### src/rtl/psram_ctrl_pkg.sv
// Shared constants and state encoding for the PSRAM access scheduler.
package psram_ctrl_pkg;

  // Command codes presented to the PSRAM driver on read_write
  localparam logic [1:0] RW_NONE  = 2'd0;
  localparam logic [1:0] RW_WRITE = 2'd1;
  localparam logic [1:0] RW_READ  = 2'd2;

  // Word returned to the readback path when a read never completes
  localparam logic [15:0] READ_TIMEOUT_DATA = 16'hDEAD;

  // Scheduler sequencing states
  typedef enum logic [2:0] {
    WAIT_INIT = 3'd0,
    IDLE      = 3'd1,
    ISSUE     = 3'd2,
    BUSY      = 3'd3,
    GAP       = 3'd4
  } sched_state_t;

endpackage

### src/rtl/psram_access_scheduler_fifo.sv
// Synchronous sample FIFO feeding the PSRAM write path.
// The head word is visible combinationally on dout so the scheduler can latch
// it in the same cycle it pops. A pop on a full FIFO frees a slot for a push
// arriving in that same cycle.
module sample_fifo #(
  parameter int DEPTH = 8,
  parameter int WIDTH = 16
) (
  input  logic                     mem_clk,
  input  logic                     rst,
  input  logic                     push,
  input  logic                     pop,
  input  logic [WIDTH-1:0]         din,
  output logic [WIDTH-1:0]         dout,
  output logic [$clog2(DEPTH):0]   level,
  output logic                     full,
  output logic                     empty
);

  localparam int AW = $clog2(DEPTH);
  localparam int LW = AW + 1;

  logic [WIDTH-1:0] mem [DEPTH];
  logic [AW-1:0]    rd_idx;
  logic [AW-1:0]    wr_idx;
  logic             do_push;
  logic             do_pop;

  assign empty   = (level == '0);
  assign full    = (level == LW'(DEPTH));
  assign do_pop  = pop && !empty;
  assign do_push = push && (!full || do_pop);
  assign dout    = mem[rd_idx];

  // Pointer and occupancy bookkeeping
  always_ff @(posedge mem_clk) begin
    if (rst) begin
      rd_idx <= '0;
      wr_idx <= '0;
      level  <= '0;
    end else begin
      if (do_push) wr_idx <= wr_idx + AW'(1);
      if (do_pop)  rd_idx <= rd_idx + AW'(1);
      level <= level + LW'(do_push) - LW'(do_pop);
    end
  end

  // Sample storage; contents are don't-care until written so no reset
  always_ff @(posedge mem_clk) begin
    if (do_push) mem[wr_idx] <= din;
  end

endmodule

### src/rtl/psram_access_scheduler.sv
// PSRAM access scheduler: after the driver reports QPI mode, drains buffered
// ADC samples to linearly incrementing addresses and interleaves single-word
// readbacks, one transaction at a time with a CE-high gap and a hang timeout.
module psram_access_scheduler
  import psram_ctrl_pkg::*;
#(
  parameter int          FIFO_DEPTH = 8,
  parameter int          HI_WATER   = 6,
  parameter logic [22:0] ADDR_LAST  = 23'h7FFFFF,
  parameter int          GAP_CYCLES = 2,
  parameter int          TIMEOUT    = 64
) (
  input  logic        mem_clk,
  input  logic        rst,
  input  logic        smp_valid,
  input  logic [15:0] smp_data,
  input  logic        rd_req,
  input  logic [22:0] rd_addr,
  output logic        rd_ack,
  output logic        rd_valid,
  output logic [15:0] rd_data,
  input  logic        qpi_on,
  input  logic        endcommand,
  input  logic [15:0] mem_rdata,
  output logic [22:0] address,
  output logic [1:0]  read_write,
  output logic        quad_start,
  output logic [15:0] data_in,
  output logic [22:0] wr_ptr,
  output logic        overflow,
  output logic        timeout_err
);

  localparam int LW    = $clog2(FIFO_DEPTH) + 1;
  localparam int CNT_W = $clog2((TIMEOUT > GAP_CYCLES) ? TIMEOUT : GAP_CYCLES) + 1;

  sched_state_t     state;
  logic [CNT_W-1:0] cnt;
  logic [15:0]      fifo_head;
  logic [LW-1:0]    fifo_level;
  logic             fifo_full;
  logic             fifo_empty;
  logic             fifo_pop;
  logic             above_water;
  logic             choose_write;
  logic             choose_read;
  logic             endcmd_q;
  logic             endcmd_q2;
  logic             endcmd_rise;
  logic             busy_expired;

  sample_fifo #(
    .DEPTH (FIFO_DEPTH),
    .WIDTH (16)
  ) u_fifo (
    .mem_clk (mem_clk),
    .rst     (rst),
    .push    (smp_valid),
    .pop     (fifo_pop),
    .din     (smp_data),
    .dout    (fifo_head),
    .level   (fifo_level),
    .full    (fifo_full),
    .empty   (fifo_empty)
  );

  // A nearly full FIFO must drain before readbacks are allowed to cut in
  assign above_water  = (fifo_level >= LW'(HI_WATER));
  assign choose_write = (state == IDLE) && (above_water || (!rd_req && !fifo_empty));
  assign choose_read  = (state == IDLE) && rd_req && !above_water;
  assign fifo_pop     = choose_write;
  assign rd_ack       = choose_read;
  assign endcmd_rise  = endcmd_q && !endcmd_q2;
  assign busy_expired = (cnt == CNT_W'(TIMEOUT - 1));

  // Resynchronise the driver's completion flag and keep its previous value for edge detection
  always_ff @(posedge mem_clk) begin
    if (rst) begin
      endcmd_q  <= 1'b0;
      endcmd_q2 <= 1'b0;
    end else begin
      endcmd_q  <= endcommand;
      endcmd_q2 <= endcmd_q;
    end
  end

  // Sticky flag: a sample arrived with no room, even after this cycle's pop
  always_ff @(posedge mem_clk) begin
    if (rst) begin
      overflow <= 1'b0;
    end else if (smp_valid && fifo_full && !fifo_pop) begin
      overflow <= 1'b1;
    end
  end

  // Transaction sequencer: arbitrate, pulse start, wait for completion or timeout, then hold CE high
  always_ff @(posedge mem_clk) begin
    if (rst) begin
      state       <= WAIT_INIT;
      cnt         <= '0;
      address     <= '0;
      read_write  <= RW_NONE;
      data_in     <= '0;
      quad_start  <= 1'b0;
      wr_ptr      <= '0;
      rd_data     <= '0;
      rd_valid    <= 1'b0;
      timeout_err <= 1'b0;
    end else begin
      quad_start <= 1'b0;
      rd_valid   <= 1'b0;
      case (state)
        WAIT_INIT: begin
          if (qpi_on) state <= IDLE;
        end
        IDLE: begin
          if (choose_write) begin
            address    <= wr_ptr;
            read_write <= RW_WRITE;
            data_in    <= fifo_head;
            quad_start <= 1'b1;
            state      <= ISSUE;
          end else if (choose_read) begin
            address    <= rd_addr;
            read_write <= RW_READ;
            quad_start <= 1'b1;
            state      <= ISSUE;
          end
        end
        ISSUE: begin
          cnt   <= '0;
          state <= BUSY;
        end
        BUSY: begin
          if (endcmd_rise || busy_expired) begin
            if (read_write == RW_WRITE) begin
              wr_ptr <= (wr_ptr == ADDR_LAST) ? '0 : wr_ptr + 23'd1;
            end else begin
              rd_valid <= 1'b1;
              rd_data  <= endcmd_rise ? mem_rdata : READ_TIMEOUT_DATA;
            end
            if (!endcmd_rise) timeout_err <= 1'b1;
            read_write <= RW_NONE;
            cnt        <= '0;
            state      <= GAP;
          end else begin
            cnt <= cnt + CNT_W'(1);
          end
        end
        GAP: begin
          if (cnt == CNT_W'(GAP_CYCLES - 1)) begin
            cnt   <= '0;
            state <= IDLE;
          end else begin
            cnt <= cnt + CNT_W'(1);
          end
        end
        default: state <= WAIT_INIT;
      endcase
    end
  end

endmodule
### config.mk
export PLATFORM = sky130hd
export DESIGN_NAME = psram_access_scheduler
export DESIGN_NICKNAME = d
export VERILOG_FILES = /design/src/rtl/psram_ctrl_pkg.sv /design/src/rtl/psram_access_scheduler_fifo.sv /design/src/rtl/psram_access_scheduler.sv
export SDC_FILE = /design/constraint.sdc
export NUM_CORES = 1
export LEC_CHECK = 0
export ABC_CLOCK_PERIOD_IN_PS = 3200
export BUFFER_PORTS_ARGS = -buffer_cell sky130_fd_sc_hd__buf_2
export CAP_MARGIN = 10
export CORE_UTILIZATION = 51
export DETAILED_ROUTE_END_ITERATION = 8
export GPL_TIMING_DRIVEN = 0
export PLACE_DENSITY_LB_ADDON = 0.1
export RECOVER_POWER = 50
export SLEW_MARGIN = 20
export SYNTH_ARGS = -nofsm -noshare
export SYNTH_HDL_FRONTEND = slang
export SYNTH_SLANG_ARGS = --single-unit
### constraint.sdc
create_clock -name mem_clk -period 3.2 [get_ports mem_clk]
set_input_delay 0.32 -clock mem_clk [delete_from_list [all_inputs] [get_ports mem_clk]]
set_output_delay 0.32 -clock mem_clk [all_outputs]
set_load 0.05 [all_outputs]
==> impl_metrics.csv <==
group,metric,value,unit
floorplanning,die_h,140,µm
timing,setup_ws,0.303,ns
timing,finalSetupViolCount,0,
worst_setup_path,crit_chain,"inv_1, ha_1, and2b_1, o21ai_0, a21oi_2, clkbuf_1, o21ai_0, nand2_1, ha_1, fa_1, xnor2_1, nor2_1",
clock_network,cts.sinks,234,
worst_setup_path,cp_data_arrival_time,3.29,ns
worst_setup_path,critPathMaxFanout,10,
synth,ys_warn_count,0,
floorplanning,die_x,140,µm
power_and_ir_drop,p_comb_share,25.3,%
synth,synth_cells,749,
place,dpl.hpwl,16.1,mm
place,pre_cts_ws,0.276,ns
synth,ys_ff_latch,234,
worst_setup_path,path_class,"reg -> reg",
clock_network,cts_tree,"done",
worst_setup_path,crit_path_end_kind,"register",
timing,slew_viol_final,0,
clock_network,clk_pin_slew,0.06,ns
synth,synthFlopType,"edfxtp_1",
synth,syn_area,9670,µm²
global_routing,grt_max_degree,15,
global_routing,antenna_found_initial,0,
power_and_ir_drop,p_sw_share,32.3,%
final_layout,final_area,11500,µm²
final_layout,synthToLayoutAreaGrowth,18.8,%
global_routing,grt_usage,23.4,%
global_routing,overflow,0,
floorplanning,core_area,18300,µm²
drt,ant_nets,0,
synth,synthDominantCellAreaShare,39.7,%
clock_network,cts_max_path_buffers,3,
power_and_ir_drop,power.density,753,nW/µm²
worst_setup_path,cp-start-kind,"register",
timing,rsz0062_at_grt,"no",
synth,postSynthAreaPerCell,12.9,µm²
drt,drt-wirelength-per-cell,19.6,µm
power_and_ir_drop,p_switching,2.80,mW
final_layout,diodes,0,
timing,relSlewSlack,44.1,%
floorplanning,ios,146,
timing,layout_worst_path_cycle_share,90.5,%
power_and_ir_drop,seq_power_share,41.5,%
clock_network,cts_made_buffers,24,
power_and_ir_drop,p_leak,3.82,nW
clock_network,worstSkewPairLatency,0.53,ns
drt,vias_per_cell,5.78,
worst_setup_path,cp.required,3.59,ns
drt,drt_iter0_markers,333,
final_layout,drive_gt1_share,18.5,%
timing,max_freq,345,MHz
hold_path,min_path_type,"in -> reg",
place,gp_congestion,0.839,
worst_setup_path,critPathMaxStageDelay,0.46,ns
power_and_ir_drop,internal_power,5.85,mW
final_layout,n_fill_cell,1441,
floorplanning,die_area,19500,µm²
floorplanning,initial_utilization,52.9,%
timing,fin_skew,0.0197,ns
synth,ys_seq_area_share,61.7,%
status,status,"completed",
clock_network,htreeDepth,1,
clock_network,cts-root-buf,"clkbuf_16",
clock_network,post_cts_buffers,0,
drt,routed-via-count,6795,
global_routing,grt_pass1_vias,6780,
drt,wirelength,23.0,mm
job,maxCapViolCount,0,
synth,synth_nets,822,
synth,ys_top_cells_by_area,"edfxtp_1 40%, dfxtp_1 22%, mux4_2 7.5%",
timing,hold_viol,0,
synth,synth_async_sr_flop_share,0,%
clock_network,cts.hold.buffers_added,0,
global_routing,grt_pass1_wl,35.5,mm
synth,synth_top_area_cell,"edfxtp_1",
timing,min_period,2.90,ns
synth,yosysUniqueCellTypes,57,
place,placed_area,10800,µm²
drt,remaining_drc_errors,0,
place,io_buffers,145,
clock_network,cts_resized,0,
drt,drt_pass1_iterations,4,
power_and_ir_drop,pwr-share-clk,33.2,%
worst_setup_path,cp_slowest_cell,"dfxtp_1",
timing,worst_slew_pin_slew,0.839,ns
final_layout,fin_nets,1003,
synth,synth-edff-count,128,
timing,whs,0.0543,ns
floorplanning,std_cell_rows,49,
power_and_ir_drop,ir_worst_vdd,0.465,mV
-- registers in the layout, indices dropped and copies added (netlist names) --
register       flops
address           23
cnt                7
data_in           16
endcmd_q           1
endcmd_q2          1
overflow           1
quad_start         1
rd_data           16
rd_valid           1
read_write         2
state              3
timeout_err        1
u_fifo.level       4
u_fifo.mem       128
u_fifo.rd_idx      3
u_fifo.wr_idx      3
wr_ptr            23
-- stage by stage --
step | std cells | total power, mW | setup TNS, ns | utilization, %
3_3_place_gp | 1123 | 5.81 | -27.88 | 58.5
2_1_floorplan | 749 | 5.28 | 0 | -
5_1_grt | 1175 | 9.00 | 0 | 62.9
6_report | 1175 | 8.65 | 0 | 62.9
4_1_cts | 1175 | 8.75 | 0 | 63.8
3_5_place_dp | 1133 | 5.89 | 0 | 59.3
-- logic make-up after synthesis --
logic type	count (synthesis)	share of synthesized area, %
compound gates	151	10.1
xor+xnor	28	2.54
fa+ha+maj	12	1.63
buf+inv	61	3.11
flops	234	61.7
mux	51	9.42
simple gates	212	11.5
-- power by group through the flow --
stage | clock network (mW) | logic (mW) | registers, mW
after global placement | 0 | 2.17 | 3.63
after CTS | 2.90 | 2.26 | 3.59
final | 2.87 | 2.19 | 3.59
after global routing | 3.02 | 2.36 | 3.62
after floorplan | 0 | 1.16 | 4.13
after detailed placement | 0 | 2.25 | 3.65
-- cells in the final DEF (no fill, tap or decap), types with 7 or more instances in the layout --
cell type and instances:
nand4_1 7, inv_1 11, o21ai_0 33, nor2_1 76, nor2b_1 7, a31oi_1 30
dfxtp_1 106, ha_1 11, nand2_1 21, nor2_2 7, clkbuf_1 129, mux2i_1 19
nor4_1 9, xnor2_1 23, mux4_2 32, nand2b_1 11, edfxtp_1 128, buf_2 61
clkbuf_16 24, a21oi_1 32, buf_6 9, nor3_1 27, a211oi_1 42, nand3_1 16
-- final cells by class --
| cell class | count | area, µm² | area share, % |
|---|---|---|---|
| Buffer | 50 | 258 | 2.24 |
| Clock buffer | 29 | 629 | 5.48 |
| Clock inverter | 13 | 188 | 1.63 |
| Inverter | 11 | 41.3 | 0.360 |
| Multi-Input combinational cell | 454 | 3390 | 29.5 |
| Sequential cell | 234 | 5970 | 51.9 |
| Tap cell | 229 | 287 | 2.49 |
| Timing Repair Buffer | 155 | 723 | 6.30 |
-- final timing paths --
kind,slack [ns],cells after the start,endpoint,from
worst max-delay path,0.30,12,u_fifo.level[2]$_SDFF_PP0_,u_fifo.level[3]$_SDFF_PP0_
worst min-delay path,0.05,2,endcmd_q$_SDFF_PP0_,endcommand
worst max register to register,0.30,12,u_fifo.level[2]$_SDFF_PP0_,u_fifo.level[3]$_SDFF_PP0_
worst min register to register,0.46,2,rd_data[13]$_SDFFE_PP0P_,rd_data[13]$_SDFFE_PP0P_
-- layer usage --
metal	vias up	share of wire, %	global-route usage [%]
li1	3194	-	-
met1	3337	43	29.2
met2	217	50	41.2
met3	47	5.3	4.20
met4	0	2.6	7.58
met5	-	0	0
-- synth_stat cells (2+ instances only) --
| library cell | number |
|---|---|
| and3b_1 | 2 |
| mux2i_1 | 19 |
| buf_6 | 6 |
| inv_1 | 11 |
| o21ai_0 | 33 |
| nor2_1 | 82 |
| nand3_1 | 15 |
| a21oi_1 | 31 |
| clkbuf_1 | 23 |
| or2_2 | 3 |
| a21o_1 | 2 |
| and4_1 | 5 |
| and3_1 | 3 |
| ha_1 | 11 |
| nand4_1 | 7 |
| buf_1 | 2 |
| a211oi_1 | 42 |
| nor4_2 | 2 |
| dfxtp_1 | 106 |
| xnor2_1 | 23 |
| buf_2 | 18 |
| nor3_1 | 28 |
| a31oi_1 | 29 |
| xor2_1 | 5 |
| nand2b_1 | 11 |
| nand2_1 | 21 |
| nor2b_1 | 7 |
| edfxtp_1 | 128 |
| mux4_2 | 32 |
| nor3_2 | 5 |
| a21oi_2 | 2 |
| o211ai_1 | 2 |
| nor4_1 | 9 |
-- worst max-delay path, delay by kind of cell, from the launching register on --
family / cells / cell delay (ns)
buffers and inverters: 2 / 0.36
adders and majority gates: 3 / 0.83
AOI/OAI and AO/OA: 3 / 0.65
and+or+nand+nor: 3 / 0.32
xor gates and xnor gates: 1 / 0.15
DFF: 1 / 0.46
Power figures use the tool's default switching activity.
